File: config.mk
export PLATFORM = sky130hd
export DESIGN_NAME = adaptor_pic_spi_responder
export DESIGN_NICKNAME = d
export VERILOG_FILES = /design/src/rtl/adaptor_pic_spi_responder.sv
export SDC_FILE = /design/constraint.sdc
export NUM_CORES = 1
export LEC_CHECK = 0
export BUFFER_PORTS_ARGS = -buffer_cell sky130_fd_sc_hd__buf_4
export CAP_MARGIN = 20
export CORE_MARGIN = 4
export CORE_UTILIZATION = 40
export DETAILED_ROUTE_END_ITERATION = 12
export PLACE_DENSITY = 0.64
export RECOVER_POWER = 100
export SYNTH_ARGS = -nofsm -noshare
export SYNTH_HDL_FRONTEND = slang
export SYNTH_SLANG_ARGS = --single-unit
File: constraint.sdc
create_clock -name i_clk -period 2 [get_ports i_clk]
set_clock_uncertainty 0.15 [all_clocks]
set_input_delay 0 -clock i_clk [delete_from_list [all_inputs] [get_ports i_clk]]
set_output_delay 0 -clock i_clk [all_outputs]
set_load 0.1 [all_outputs]
File: src/rtl/adaptor_pic_spi_responder.sv
// adaptor_pic_spi_responder
// FPGA-side SPI responder standing in for the adaptor-board PIC. An initiator
// frames 16-bit transfers with CS low. This block captures DI on SC falling
// edges and shifts the response word out on DO after SC rising edges. All
// inputs are asynchronous and are synchronised onto i_clk.
//
// Ports
//   i_clk        system clock (125 MHz)
//   i_rst        synchronous reset, active high
//   i_PIC_SC     SPI serial clock from the initiator (async)
//   i_PIC_CS     SPI chip select, active low (async)
//   i_PIC_DI     SPI data from the initiator (async)
//   o_PIC_DO     SPI data to the initiator
//   i_tx_data    response word, latched at frame start
//   o_rx_data    last correctly framed received word
//   o_rx_valid   one-cycle pulse when o_rx_data updates
//   o_frame_err  one-cycle pulse on a short or over-length frame
//   o_busy       high while a frame is in progress
//
// Build option
//   ADAPTOR_PIC_SPI_RESPONDER_FILTER_EN  adds a FILTER_CYCLES level filter on
//                                        the synchronised SC and CS.
module adaptor_pic_spi_responder #(
    parameter int unsigned DATA_WIDTH    = 16,
    parameter int unsigned SYNC_STAGES   = 2,
    parameter int unsigned FILTER_CYCLES = 4
) (
    input  logic                  i_clk,
    input  logic                  i_rst,
    input  logic                  i_PIC_SC,
    input  logic                  i_PIC_CS,
    input  logic                  i_PIC_DI,
    output logic                  o_PIC_DO,
    input  logic [DATA_WIDTH-1:0] i_tx_data,
    output logic [DATA_WIDTH-1:0] o_rx_data,
    output logic                  o_rx_valid,
    output logic                  o_frame_err,
    output logic                  o_busy
);

    localparam logic [0:0] ST_IDLE   = 1'b0;
    localparam logic [0:0] ST_ACTIVE = 1'b1;

    // Bit counter saturates one past a full frame so over-length is visible.
    localparam int unsigned CNT_W   = $clog2(DATA_WIDTH + 2);
    localparam int unsigned CNT_MAX = DATA_WIDTH + 1;

    // Cycles after reset before the CS level reflects real pin samples. The
    // span is long enough for the filtered build too.
    localparam int unsigned WARM_CYCLES = SYNC_STAGES + FILTER_CYCLES + 1;
    localparam int unsigned WARM_W      = $clog2(WARM_CYCLES + 1);

    logic [SYNC_STAGES-1:0] sc_sync;
    logic [SYNC_STAGES-1:0] cs_sync;
    logic [SYNC_STAGES-1:0] di_sync;
    logic                   sc_lvl;
    logic                   cs_lvl;
    logic                   sc_lvl_d;
    logic                   cs_lvl_d;
    logic                   di_bit;
    logic                   sc_fall;
    logic                   sc_rise;
    logic                   cs_fall;
    logic                   cs_rise;
    logic [WARM_W-1:0]      warm_cnt;
    logic                   warm_done;
    logic                   cs_armed;

    logic [0:0]             state_q;
    logic [0:0]             state_d;
    logic [DATA_WIDTH-2:0]  tx_rem_q;
    logic [DATA_WIDTH-2:0]  tx_rem_d;
    logic [DATA_WIDTH-1:0]  rx_shift_q;
    logic [DATA_WIDTH-1:0]  rx_shift_d;
    logic [CNT_W-1:0]       bit_cnt_q;
    logic [CNT_W-1:0]       bit_cnt_d;
    logic                   do_d;
    logic [DATA_WIDTH-1:0]  rx_data_d;
    logic                   rx_valid_d;
    logic                   frame_err_d;
    logic                   busy_d;

    assign di_bit    = di_sync[SYNC_STAGES-1];
    assign warm_done = (warm_cnt == WARM_W'(WARM_CYCLES));

    // Input synchronisers, edge-detect delay copies and CS arming.
    // CS arms only after a genuine high level has been seen, so a CS that is
    // already low when reset releases can never start a frame.
    always_ff @(posedge i_clk) begin
        if (i_rst) begin
            sc_sync  <= '1;
            cs_sync  <= '1;
            di_sync  <= '0;
            sc_lvl_d <= 1'b1;
            cs_lvl_d <= 1'b1;
            warm_cnt <= '0;
            cs_armed <= 1'b0;
        end else begin
            sc_sync  <= {sc_sync[SYNC_STAGES-2:0], i_PIC_SC};
            cs_sync  <= {cs_sync[SYNC_STAGES-2:0], i_PIC_CS};
            di_sync  <= {di_sync[SYNC_STAGES-2:0], i_PIC_DI};
            sc_lvl_d <= sc_lvl;
            cs_lvl_d <= cs_lvl;
            if (!warm_done) begin
                warm_cnt <= warm_cnt + WARM_W'(1);
            end
            if (warm_done && cs_lvl && cs_lvl_d) begin
                cs_armed <= 1'b1;
            end
        end
    end

`ifdef ADAPTOR_PIC_SPI_RESPONDER_FILTER_EN
    localparam int unsigned FCNT_W = $clog2(FILTER_CYCLES + 1);

    logic [FCNT_W-1:0] sc_fcnt;
    logic [FCNT_W-1:0] cs_fcnt;
    logic              sc_filt;
    logic              cs_filt;

    // Level filters: a new level is accepted after FILTER_CYCLES consecutive
    // samples that disagree with the current filtered level.
    always_ff @(posedge i_clk) begin
        if (i_rst) begin
            sc_fcnt <= '0;
            cs_fcnt <= '0;
            sc_filt <= 1'b1;
            cs_filt <= 1'b1;
        end else begin
            if (sc_sync[SYNC_STAGES-1] == sc_filt) begin
                sc_fcnt <= '0;
            end else if (sc_fcnt == FCNT_W'(FILTER_CYCLES - 1)) begin
                sc_filt <= ~sc_filt;
                sc_fcnt <= '0;
            end else begin
                sc_fcnt <= sc_fcnt + FCNT_W'(1);
            end

            if (cs_sync[SYNC_STAGES-1] == cs_filt) begin
                cs_fcnt <= '0;
            end else if (cs_fcnt == FCNT_W'(FILTER_CYCLES - 1)) begin
                cs_filt <= ~cs_filt;
                cs_fcnt <= '0;
            end else begin
                cs_fcnt <= cs_fcnt + FCNT_W'(1);
            end
        end
    end

    assign sc_lvl = sc_filt;
    assign cs_lvl = cs_filt;
`else
    assign sc_lvl = sc_sync[SYNC_STAGES-1];
    assign cs_lvl = cs_sync[SYNC_STAGES-1];
`endif

    assign sc_fall = sc_lvl_d & ~sc_lvl;
    assign sc_rise = ~sc_lvl_d & sc_lvl;
    assign cs_fall = cs_lvl_d & ~cs_lvl;
    assign cs_rise = ~cs_lvl_d & cs_lvl;

    // State and registered outputs.
    always_ff @(posedge i_clk) begin
        if (i_rst) begin
            state_q     <= ST_IDLE;
            tx_rem_q    <= '0;
            rx_shift_q  <= '0;
            bit_cnt_q   <= '0;
            o_PIC_DO    <= 1'b0;
            o_rx_data   <= '0;
            o_rx_valid  <= 1'b0;
            o_frame_err <= 1'b0;
            o_busy      <= 1'b0;
        end else begin
            state_q     <= state_d;
            tx_rem_q    <= tx_rem_d;
            rx_shift_q  <= rx_shift_d;
            bit_cnt_q   <= bit_cnt_d;
            o_PIC_DO    <= do_d;
            o_rx_data   <= rx_data_d;
            o_rx_valid  <= rx_valid_d;
            o_frame_err <= frame_err_d;
            o_busy      <= busy_d;
        end
    end

    // Next-state and output logic. A CS rise takes priority over any SC edge
    // in the same cycle, so that SC edge is dropped.
    always_comb begin
        state_d     = state_q;
        tx_rem_d    = tx_rem_q;
        rx_shift_d  = rx_shift_q;
        bit_cnt_d   = bit_cnt_q;
        do_d        = o_PIC_DO;
        rx_data_d   = o_rx_data;
        rx_valid_d  = 1'b0;
        frame_err_d = 1'b0;
        busy_d      = o_busy;

        case (state_q)
            ST_IDLE: begin
                if (cs_fall && cs_armed) begin
                    tx_rem_d   = i_tx_data[DATA_WIDTH-2:0];
                    do_d       = i_tx_data[DATA_WIDTH-1];
                    rx_shift_d = '0;
                    bit_cnt_d  = '0;
                    busy_d     = 1'b1;
                    state_d    = ST_ACTIVE;
                end
            end
            ST_ACTIVE: begin
                if (cs_rise) begin
                    if (bit_cnt_q == CNT_W'(DATA_WIDTH)) begin
                        rx_data_d  = rx_shift_q;
                        rx_valid_d = 1'b1;
                    end else begin
                        frame_err_d = 1'b1;
                    end
                    do_d    = 1'b0;
                    busy_d  = 1'b0;
                    state_d = ST_IDLE;
                end else if (sc_fall) begin
                    rx_shift_d = {rx_shift_q[DATA_WIDTH-2:0], di_bit};
                    if (bit_cnt_q != CNT_W'(CNT_MAX)) begin
                        bit_cnt_d = bit_cnt_q + CNT_W'(1);
                    end
                end else if (sc_rise) begin
                    if (bit_cnt_q < CNT_W'(DATA_WIDTH)) begin
                        do_d     = tx_rem_q[DATA_WIDTH-2];
                        tx_rem_d = {tx_rem_q[DATA_WIDTH-3:0], 1'b0};
                    end else begin
                        do_d = 1'b0;
                    end
                end
            end
            default: begin
                state_d = ST_IDLE;
            end
        endcase
    end

endmodule

== Word level (Yosys, flattened, before mapping) ==
Cells that the tools add are included.

* Add/subtract/negate cells: 2
* $lt $le $gt $ge: 1
* Equal/unequal tests: 13
* Muxes and demuxes: 29
* Bitwise operators: 10
* Reduce and logical (&&, ||, !) cells: 10

{| class="wikitable"
|+ Operators with widths
! kind !! count
|-
| two-way mux 15 bit || 5
|-
| two-way mux 16 bit || 3
|-
| case mux 16 bit (2 select lines) || 1
|-
| case mux 15 bit (2 select lines) || 1
|-
| two-way mux 5 bit || 4
|-
| inequality test 2 bit (second input constant) || 6
|-
| two-way mux 1 bit || 11
|-
| case mux 5 bit (2 select lines) || 1
|-
| AND reduction 3 bit || 3
|-
| inequality test 3 bit (second input constant) || 2
|-
| NOT 1 bit || 6
|-
| case mux 1 bit (2 select lines) || 3
|-
| adder 5 x 1 -> 5 bit (second input constant) || 1
|-
| equality test 5 bit (second input constant) || 1
|-
| less-than comparator 5 bit (second input constant) || 1
|-
| inequality test 5 bit (second input constant) || 1
|-
| AND reduction 5 bit || 1
|-
| AND 1 bit || 4
|-
| inequality test 2 x 1 -> 1 bit (second input constant) || 2
|-
| AND reduction 4 bit || 1
|-
| adder 3 x 1 -> 3 bit (second input constant) || 1
|-
| equality test 3 bit (second input constant) || 1
|-
| logical AND 1 bit || 3
|-
| OR reduction 3 bit || 1
|-
| AND reduction 2 bit || 1
|}

* Register bits: 69
* Input bits: 21
* Output and inout port bits: 20
* Logic and storage cells: 81

== Longest topological paths before layout ==
Gate-level depths: netlist (run 1).

* Word-level depth: 6
* Depth in mapped cells: 8
* Gate-level depth less buffers: 6

== Least setup slack after synthesis (run 1) ==
OpenSTA, ideal clock, no wires.

* Kind: register to register
* Start: reg bit_cnt_q[0]
* End: reg o_rx_data[2]
* Library setup time: 0.132 ns
* Arrival time: 1.413 ns
* Setup slack: 0.305 ns
* Cell stages (with the launch flop): 9
* Path buffers: 2
* Period minus slack after synthesis: 1.695 ns
* Cell sequence: dfxtp_1 inv_1 ha_1 nand4bb_1 or2_2 clkbuf_1 buf_2 nand2_1 a21oi_1

* Word-level cells in the longest chain between the ends: 2

{| class="wikitable"
|+ Ends and longest elaborated chain
! item !! RTL line !! text
|-
| from (decl) || 75 || <nowiki>logic [CNT_W-1:0] bit_cnt_q;</nowiki>
|-
| from (signal assigned) || 178 || <nowiki>bit_cnt_q <= bit_cnt_d;</nowiki>
|-
| equality test 5 bit || 213 || <nowiki>if (bit_cnt_q == CNT_W'(DATA_WIDTH)) begin</nowiki>
|-
| AND reduction 3 bit (no line) || n/a ||
|-
| to (signal assigned) || 180 || <nowiki>o_rx_data <= rx_data_d;</nowiki>
|-
| to (decl) || 35 || <nowiki>output logic [DATA_WIDTH-1:0] o_rx_data,</nowiki>
|}

No other way between the ends.
A chain may end at the register's enable or synchronous reset.

== Worst setup path in the final report (run 1) ==
* Start: reg cs_sync[1]
* End: reg rx_shift_q[15]

* Word-level cells in the longest chain between the ends: 5
* Elaborated cells on any way between the ends: 7

{| class="wikitable"
|+ Ends and longest elaborated chain
! item !! RTL line !! text
|-
| from (decl) || 54 || <nowiki>logic [SYNC_STAGES-1:0] cs_sync;</nowiki>
|-
| from (signal assigned) || 100 || <nowiki>cs_sync <= {cs_sync[SYNC_STAGES-2:0], i_PIC_CS};</nowiki>
|-
| NOT 1 bit || 159 || <nowiki>assign cs_fall = cs_lvl_d & ~cs_lvl;</nowiki>
|-
| AND 1 bit || 159 ||
|-
| logical AND 1 bit || 202 || <nowiki>if (cs_fall && cs_armed) begin</nowiki>
|-
| inequality test 2 bit (no line) || n/a ||
|-
| AND reduction 3 bit (no line) (*) || n/a ||
|-
| to (signal assigned) || 177 || <nowiki>rx_shift_q <= rx_shift_d;</nowiki>
|-
| to (decl) || 73 || <nowiki>logic [DATA_WIDTH-1:0] rx_shift_q;</nowiki>
|}

Every way passes the cells marked *; elsewhere a longest branch is shown, timed or not.

==> metrics.csv, run 1 <==
metric,value,unit
synth_edf_count,0,
grt_max_degree,68,
cp.required,2.05,ns
hold_violations,0,
power.density,714,nW/um2
antennaDiodeCount,0,
cts_setup_buffers,0,
final_cell_mix,"dfxtp_1 (69), a21oi_1 (37), nand2_1 (36)",
drv_cap,0,
viasPerCell,4.87,
hpwl,3570,um
area_delta_synth_final,24.3,%
die_w,92.2,um
pin_count,41,
syn-num-nets,330,
yosysSeqAreaShare,0.488,
crit_path_end_kind,register,
synthFlopType,dfxtp_1,
fillers,678,
groute.usage.overall,0.148,
cts_tree,built,
fin_hold_ws,0.0141,ns
drc,0,
htree_levels,3,
whs_path_depth,2,
via_count,2255,
grt_pass1_vias,2168,
drt_iter0_markers,101,
critPathKind,reg2reg,
worstPathMaxFanout,12,
min_to,warm_cnt[0],
antenna_found_initial,0,
core,6830,um2
start_util,0.415,
gp_congestion,0.812,
antenna_left,0,
multiInputGateArea,1330,um2
cts_sinks,69,
die_h,92.2,um
final-seq-area,1380,um2
clk_latency,0.34,ns
layout.nets,388,
rsz0062_at_grt,false,
hold_class,in2reg,
fin_tns_setup,0,ns
die-area,8490,um2
postLayoutCoreUtil,0.516,
cts_root_buffer,clkbuf_8,
clk_pin_slew,0.07,ns
final_common_cell,dfxtp_1,
grt_overflow_total,0,
slew_viol_final,0,
routed_wl,5790,um
worst-slew-pin-transition,1.17,ns
reg2reg_slack,0.19,ns
max-clock-path-buffers,2,
synthArstFlopShare,0,
status,"complete, no violations",
peakVddDrop,0.000406,V
io_buffers,40,
setup_viol,0,
power.leakage,1.41,nW
reg2reg_from,cs_sync[1],
placedCellCount,428,
routedWlPerCell,12.5,um
cts_made_buffers,9,
synth-seq-cells,69,
rr_worst_depth,5,
syn_area,2830,um2
rows,30,
drive_gt1_frac,0.185,
reg2reg_to,rx_shift_q[15],
instances_no_fill,463,
fin_crit_sh,0.905,
syn_area_per_cell,9.32,um2
drtPass1Iterations,4,
maxSlewHeadroom,0.221,
grt_first_pass_wirelength,10100,um
period_needed,1.81,ns
ys_warn_count,0,
cp.arrival,1.86,ns
synth_cell_type_count,37,
hold_start,i_rst,
netlist_instances,304,
fmax,552,MHz
critPathLaunchType,register,
-- area by class of cell --
class / instances / area share
Clock inverter: 4 / 0.00639
Tap cell: 96 / 0.0341
Sequential cell: 69 / 0.392
Clock buffer: 12 / 0.0440
Inverter: 6 / 0.00639
Multi-Input combinational cell: 208 / 0.376
Timing Repair Buffer: 68 / 0.141
-- Yosys cell counts (3+ instances only) --
library cell / instances / area [um2]
a211oi_1: 14 / 105
nor2b_1: 3 / 18.8
dfxtp_1: 69 / 1380
inv_1: 6 / 22.5
o21ai_0: 5 / 25.0
nand3_1: 3 / 15.0
mux2i_1: 32 / 320
or4_1: 3 / 22.5
and2_1: 18 / 113
ha_1: 5 / 62.6
nand2_1: 36 / 135
a21oi_1: 37 / 185
buf_4: 4 / 30.0
or2_2: 6 / 37.5
clkbuf_1: 10 / 37.5
buf_2: 5 / 25.0
nor2_1: 25 / 93.8
-- per-layer routing --
| layer | routed length (um) | track usage |
|---|---|---|
| met2 | 2680 | 0.233 |
| met3 | 189 | 0.0279 |
| met1 | 2780 | 0.190 |
| met4 | 147 | 0.0854 |
| met5 | 0 | 0 |
-- flip-flops by register name, summed over array words and instances (netlist names), 2 cells and up --
name,flops
sc_sync,2
o_rx_data,16
di_sync,2
cs_sync,2
warm_cnt,3
bit_cnt_q,5
tx_rem_q,15
rx_shift_q,16
-- repair_timing --
action | 4_1_cts | 5_1_grt
gates resized for setup | 0 | 3
setup endpoints to repair | 0 | 27
hold buffers | 19 | 0
endpoints found under the hold margin | 19 | 0
-- how the worst max path moves through the flow --
stage,from,endpoint
after floorplan,bit_cnt_q[0],o_rx_data[2]
after global placement,cs_sync[1],rx_shift_q[9]
after detailed placement,cs_sync[1],rx_shift_q[15]
after CTS,cs_sync[1],rx_shift_q[15]
after global routing,cs_sync[1],rx_shift_q[0]
final,cs_sync[1],rx_shift_q[15]
-- stage by stage --
step           power, W  cell area [um2]  setup slack (ns)
5_1_grt         0.00262             3520            0.0515
4_1_cts         0.00256             3570            0.0402
3_5_place_dp    0.00151             3210            0.0450
6_report        0.00251             3520             0.190
3_3_place_gp    0.00151             3210            0.0953
2_1_floorplan   0.00147             2830             0.305
-- logic make-up (layout without fill, tap and decap cells) --
group,count (synthesis),after routing,synth area share
AO/OA/AOI/OAI,64,64,0.136
XOR/XNOR,1,1,0.00309
adder cells (fa/ha/maj),5,5,0.0221
buffers and inverters,27,90,0.0486
flip-flops,69,69,0.488
multiplexers,32,32,0.113
AND/OR/NAND/NOR,106,106,0.189
-- worst max-delay path, stage by stage, from the launching register on --
cell and delay, ns:
dfxtp_1 0.40, and4bb_4 0.28, a41oi_4 0.35, buf_6 0.23
mux2i_1 0.20, nor2_1 0.06
-- power by group --
| part | total, W | leakage (nW) | internal (W) | switching [W] |
|---|---|---|---|---|
| Sequential | 0.00139 | 0.558 | 0.00139 | 0.00000698 |
| Clock | 0.00101 | 0.0921 | 0.000511 | 0.000496 |
| Combinational | 0.000114 | 0.760 | 0.0000662 | 0.0000477 |
| Total | 0.00251 | 1.41 | 0.00196 | 0.000551 |
Note: power is estimated with default switching activity, not from simulation.
==> inputs of run 2 (changes only) <==
--- a/config.mk
+++ b/config.mk
@@ -5,12 +5,13 @@
 export SDC_FILE = /design/constraint.sdc
 export NUM_CORES = 1
 export LEC_CHECK = 0
-export BUFFER_PORTS_ARGS = -buffer_cell sky130_fd_sc_hd__buf_4
 export CAP_MARGIN = 20
 export CORE_MARGIN = 4
 export CORE_UTILIZATION = 40
+export CTS_CLUSTER_DIAMETER = 40
 export DETAILED_ROUTE_END_ITERATION = 12
-export PLACE_DENSITY = 0.64
+export DONT_BUFFER_PORTS = 1
+export PLACE_DENSITY = 0.59
 export RECOVER_POWER = 100
 export SYNTH_ARGS = -nofsm -noshare
 export SYNTH_HDL_FRONTEND = slang
==> metrics.csv, run 2 (synthesis results as in run 1) <==
metric,value,unit,change
status,"complete, no violations",,
routedWlPerCell,13.1,um,+4.6%
drive_gt1_frac,0.144,,-0.0412
dpl_worst_slack,0.0580,ns,+0.0130 ns
max-clock-path-buffers,2,,unchanged
reg2reg_from,cs_sync[1],,
antenna_left,0,,unchanged
reg_top3,"o_rx_data (16), rx_shift_q (16), tx_rem_q (15)",,
cts_sinks,69,,unchanged
drtPass1Iterations,4,,unchanged
rsz0062_at_grt,false,,
p_int,0.00188,W,-4.5%
rr_worst_depth,5,,unchanged
reg2reg_slack,0.14,ns,-0.05 ns
grt_overflow_total,0,,unchanged
drc,0,,unchanged
die_h,92.2,um,unchanged
setup_viol,0,,unchanged
cts_tree,built,,
power.density,725,nW/um2,+1.5%
cp.arrival,1.93,ns,+0.07 ns
grt_max_degree,68,,unchanged
reg2reg_to,rx_shift_q[12],,
p_comb_frac,0.038,,-0.007
final_common_cell,dfxtp_1,,
hold_violations,0,,unchanged
pin_count,41,,unchanged
die-area,8490,um2,unchanged
fin_tns_setup,0,ns,unchanged
area_delta_synth_final,19.5,%,
clk_pin_slew,0.07,ns,about the same
fin_ws,0.138,ns,-0.0515 ns
core,6830,um2,unchanged
power.share.clock,0.394,,-0.007
placedCellCount,406,,-5.1%
die_w,92.2,um,unchanged
hpwl,3450,um,-3.3%
peakVddDrop,0.000316,V,-22%
antennaDiodeCount,0,,unchanged
crit_path_end,rx_shift_q[12],,
maxSlewHeadroom,0.216,,-0.00499
worstPathMaxFanout,13,,+1
gp_congestion,0.775,,-4.6%
io_buffers,0,,-100%
power.leakage,1.32,nW,-6.6%
viasPerCell,4.93,,+1.2%
fmax,537,MHz,-2.8%
via_count,2184,,-3.1%
routed_wl,5800,um,about the same
instances_no_fill,443,,-4.3%
rows,30,,unchanged
antenna_found_initial,0,,unchanged
hold_class,in2reg,,
htree_levels,3,,unchanged
p_sw,0.000579,W,+5.1%
critPathKind,reg2reg,,
grt_pass1_vias,2156,,-0.55%
crit_path_start,cs_sync[1],,
cp.required,2.07,ns,+0.02 ns
crit_path_end_kind,register,,
drv_cap,0,,unchanged
period_needed,1.86,ns,+0.0515 ns
totalPowerFinal,0.00245,W,-2.4%
drt_iter0_markers,86,,-15%
layout.nets,368,,-5.2%
power_switching_share,0.236,,+0.0168
start_util,0.415,,unchanged
critPathLaunchType,register,,
p_seq_frac,0.568,,+0.014
grt_first_pass_wirelength,9980,um,-1.1%
worst-slew-pin-transition,1.18,ns,+0.00753 ns
cts_root_buffer,clkbuf_8,,
groute.usage.overall,0.145,,-0.00370
slew_viol_final,0,,unchanged
final_cell_mix,"dfxtp_1 (69), a21oi_1 (37), nand2_1 (36)",,
clk_latency,0.33,ns,about the same
cts_made_buffers,9,,unchanged
fin_crit_sh,0.931,,+0.0257
==> run 2: worst min path at each step <==
stage	end	start	depth (start not counted)
after CTS	cs_sync[0]	i_PIC_CS	2
final	cs_sync[0]	i_PIC_CS	2
after detailed placement	o_rx_data[0]	i_rst	1
after global placement	tx_rem_q[0]	i_rst	1
after floorplan	cs_sync[0]	i_PIC_CS	1
after global routing	cs_sync[0]	i_PIC_CS	2
==> run 2: repair_timing <==
item | in CTS | in global routing
hold buffers | 21 | 0
resized for setup | 0 | 2
buffers inserted | 0 | 0
endpoints found under the hold margin | 69 | 0
endpoints found under the setup margin | 0 | 27
==> run 2: area by class of cell <==
class                   instances  area, um2
well taps                      96        120
flip-flops and latches         69       1380
inverters                       6       22.5
clock inverters                 7       42.5
fillers                       702       3450
repair buffers                 48        369
multi-input cells             208       1330
clock buffers                   9        124
==> run 2: layer usage <==
metal	wire length [um]	global-route usage	share of wire
met1	2850	0.186	0.49
met2	2670	0.233	0.46
met3	178	0.0418	0.031
met4	96	0.0483	0.017
met5	0	0	0
==> run 2: critical path: stages (launching register included) <==
cell and delay, ns:
dfxtp_1 0.41, and4bb_4 0.29, a41oi_4 0.31, buf_4 0.32, mux2i_1 0.22, nor2_1 0.05
==> run 2: stage by stage <==
stage | util | hold WS (ns) | instance area (um2)
finish | 0.495 | 0.147 | 3380
global route | 0.495 | 0.138 | 3380
CTS | 0.503 | 0.130 | 3430
detailed placement | 0.445 | -0.0699 | 3040
global placement | 0.445 | -0.0724 | 3040
floorplan | - | -0.0462 | 2830
==> run 2: power by group through the flow <==
stage                     registers [W]  logic [W]  clock network (W)
after floorplan                 0.00142  0.0000459                  0
after global placement          0.00142  0.0000323                  0
after detailed placement        0.00142  0.0000340                  0
after CTS                       0.00139  0.0000924            0.00100
after global routing            0.00139   0.000102            0.00108
final                           0.00139  0.0000934           0.000967
==> inputs of run 3 (changes only) <==
--- a/config.mk
+++ b/config.mk
@@ -5,6 +5,7 @@
 export SDC_FILE = /design/constraint.sdc
 export NUM_CORES = 1
 export LEC_CHECK = 0
+export ABC_AREA = 1
 export CAP_MARGIN = 20
 export CORE_MARGIN = 4
 export CORE_UTILIZATION = 40
==> metrics.csv, run 3 <==
metric,value,unit,change
status,"complete, no violations",,
hpwl,3640,um,+5.5%
busiest_layer,met2,,
cts_made_buffers,9,,unchanged
synth.most_common_cell,nor2_1,,
synthFlopType,dfxtp_1,,
htree_levels,3,,unchanged
rsz0062_at_grt,false,,
critPathLaunchType,register,,
final_common_cell,nor2_1,,
pin_count,41,,unchanged
hold_violations,0,,unchanged
rr_worst_depth,6,,+1
drt_iter0_markers,111,,+29%
crit_top_cell,nand2_1,,
critPathSlowestCell,dlygate4sd3_1,,
ys_warn_count,0,,unchanged
routed_wl,5730,um,-1.2%
maxSlewHeadroom,0.225,,+0.00926
synth_commonest_cells,"nor2_1 (112), nand2_1 (103), dfxtp_1 (69), o21ai_0 (35), inv_1 (14)",,
antennaDiodeCount,0,,unchanged
hold_class,in2reg,,
viasPerCell,4.53,,-8.1%
netlist_instances,409,,+35%
routedWlPerCell,10.5,um,-20%
die-area,8870,um2,+4.5%
cpLargestDelayFamily,buffers and inverters,,
cts_sinks,69,,unchanged
drv_cap,0,,unchanged
area_delta_synth_final,16.8,%,
cts_root_buffer,clkbuf_8,,
peakVddDrop,0.000473,V,+50%
layout.nets,468,,+27%
antenna_left,0,,unchanged
worst-slew-pin-transition,1.17,ns,-0.0139 ns
grt_overflow_total,0,,unchanged
syn-num-nets,435,,+32%
worstPathMaxFanout,16,,+3
crit_path_end,tx_rem_q[0],,
slew_viol_final,0,,unchanged
syn_area,2970,um2,+4.9%
critPathKind,reg2reg,,
yosysSeqAreaShare,0.465,,-0.0228
max-clock-path-buffers,2,,unchanged
synth_largest_area_cell,dfxtp_1,,
path_buf_inv,1,,unchanged
synth_cell_type_count,28,,-24%
dpl_worst_slack,0.358,ns,+0.300 ns
period_needed,1.86,ns,-0.00177 ns
gp_congestion,0.830,,+7.2%
drc,0,,unchanged
io_buffers,0,,unchanged
reg2reg_from,sc_sync[1],,
start_util,0.410,,-0.00496
synth-seq-cells,69,,unchanged
final_cell_mix,"nor2_1 (112), nand2_1 (104), dfxtp_1 (68)",,
antenna_found_initial,0,,unchanged
grt_first_pass_wirelength,10200,um,+2.2%
reg2reg_to,tx_rem_q[0],,
fin_hold_ws,0.149,ns,+0.00146 ns
ys_top_cells_by_area,"dfxtp_1 (46%), nor2_1 (14%), nand2_1 (13%)",,
drtPass1Iterations,4,,unchanged
groute.usage.overall,0.145,,+0.000341
drive_gt1_frac,0.148,,+0.00356
grt_max_degree,58,,-15%
grt_pass1_vias,2279,,+5.7%
reg_top3,"o_rx_data (16), rx_shift_q (16), tx_rem_q (15)",,
reg2reg_slack,0.14,ns,about the same
crit_cells,6,,+1
cp.required,2.08,ns,about the same
clk_latency,0.34,ns,about the same
die_h,94.2,um,+2.2%
fillers,762,,+8.5%
fin_tns_setup,0,ns,unchanged
fin_crit_sh,0.930,,about the same
synthArstFlopShare,0,,unchanged
cts_tree,built,,
synth_top_area_frac,0.465,,-0.0228
power.density,790,nW/um2,+9.0%
die_w,94.2,um,+2.2%
core,7250,um2,+6.2%
crit_path_start,sc_sync[1],,
setup_viol,0,,unchanged
use_met3,0.0561,,+0.0143
met1_usage,0.180,,-0.00513
rows,31,,+3.3%
grt.met2_usage,0.225,,-0.00838
via_count,2475,,+13%
cp.arrival,1.94,ns,about the same
synth_edf_count,0,,unchanged
fin_ws,0.140,ns,+0.00177 ns
crit_chain,nand2_1 > o21ai_0 > nand2_2 > nand2_1 > a21oi_1 > dlygate4sd3_1,,
power.leakage,1.47,nW,+12%
crit_path_end_kind,register,,
clk_pin_slew,0.07,ns,about the same
syn_area_per_cell,7.27,um2,-22%
fmax,538,MHz,about the same
max_stage_delay,0.56,ns,+0.15 ns
[run 3: power by group]
group          total, W  switching [W]  internal (W)
combinational  0.000106      0.0000545     0.0000516
clock           0.00124       0.000537      0.000705
sequential      0.00139     0.00000731       0.00139
[run 3: worst register-to-register path: cells and delay by family, from the launching register on]
kind,cells,cell delay (ns)
buf+inv,1,0.57
simple gates,3,0.41
flops,1,0.38
compound gates,2,0.25
[run 3: metal layers]
| metal | wire, um | up-vias | share of wire |
|---|---|---|---|
| li1 | - | 1330 | - |
| met1 | 2740 | 1092 | 0.48 |
| met2 | 2570 | 44 | 0.45 |
| met3 | 307 | 9 | 0.054 |
| met4 | 108 | 0 | 0.019 |
| met5 | 0 | - | 0 |
[run 3: worst min path at each step]
stage	end	startpoint	depth (start not counted)
2_1_floorplan	cs_sync[0]	i_PIC_CS	1
3_3_place_gp	tx_rem_q[0]	i_rst	1
3_5_place_dp	tx_rem_q[0]	i_rst	1
4_1_cts	cs_sync[0]	i_PIC_CS	2
5_1_grt	cs_sync[0]	i_PIC_CS	2
6_report	sc_sync[0]	i_PIC_SC	2
[run 3: cells by family (layout without fill, tap and decap cells)]
kind of cell | count (synthesis) | count (layout) | share of synthesized area
compound gates | 48 | 48 | 0.0829
flops | 69 | 69 | 0.465
buf+inv | 40 | 78 | 0.0796
simple gates | 247 | 247 | 0.352
fa+ha+maj | 5 | 5 | 0.0211
[run 3: per-stage QoR]
step | utilization | cells | area, um2 | power (W)
after floorplan | - | 409 | 2970 | 0.00149
after global placement | 0.429 | 510 | 3110 | 0.00150
after detailed placement | 0.429 | 510 | 3110 | 0.00150
after CTS | 0.487 | 546 | 3540 | 0.00279
after global routing | 0.479 | 546 | 3470 | 0.00286
final | 0.479 | 546 | 3470 | 0.00274
[run 3: area by class of cell]
class,instances,area (um2),share of cell area
clock buffer,9,124,0.0357
clock inverter,7,100,0.0288
inverter,18,67.6,0.0195
multi-input combinational,300,1350,0.388
sequential,69,1380,0.398
tap,99,124,0.0357
timing repair buffer,44,328,0.0944
[run 3: what timing repair did]
action / 4_1_cts / 5_1_grt
endpoints found under the hold margin: 37 / 0
resized for setup: 0 / 1
hold buffers: 20 / 0
setup endpoints to repair: 0 / 1
buffers inserted: 0 / 0
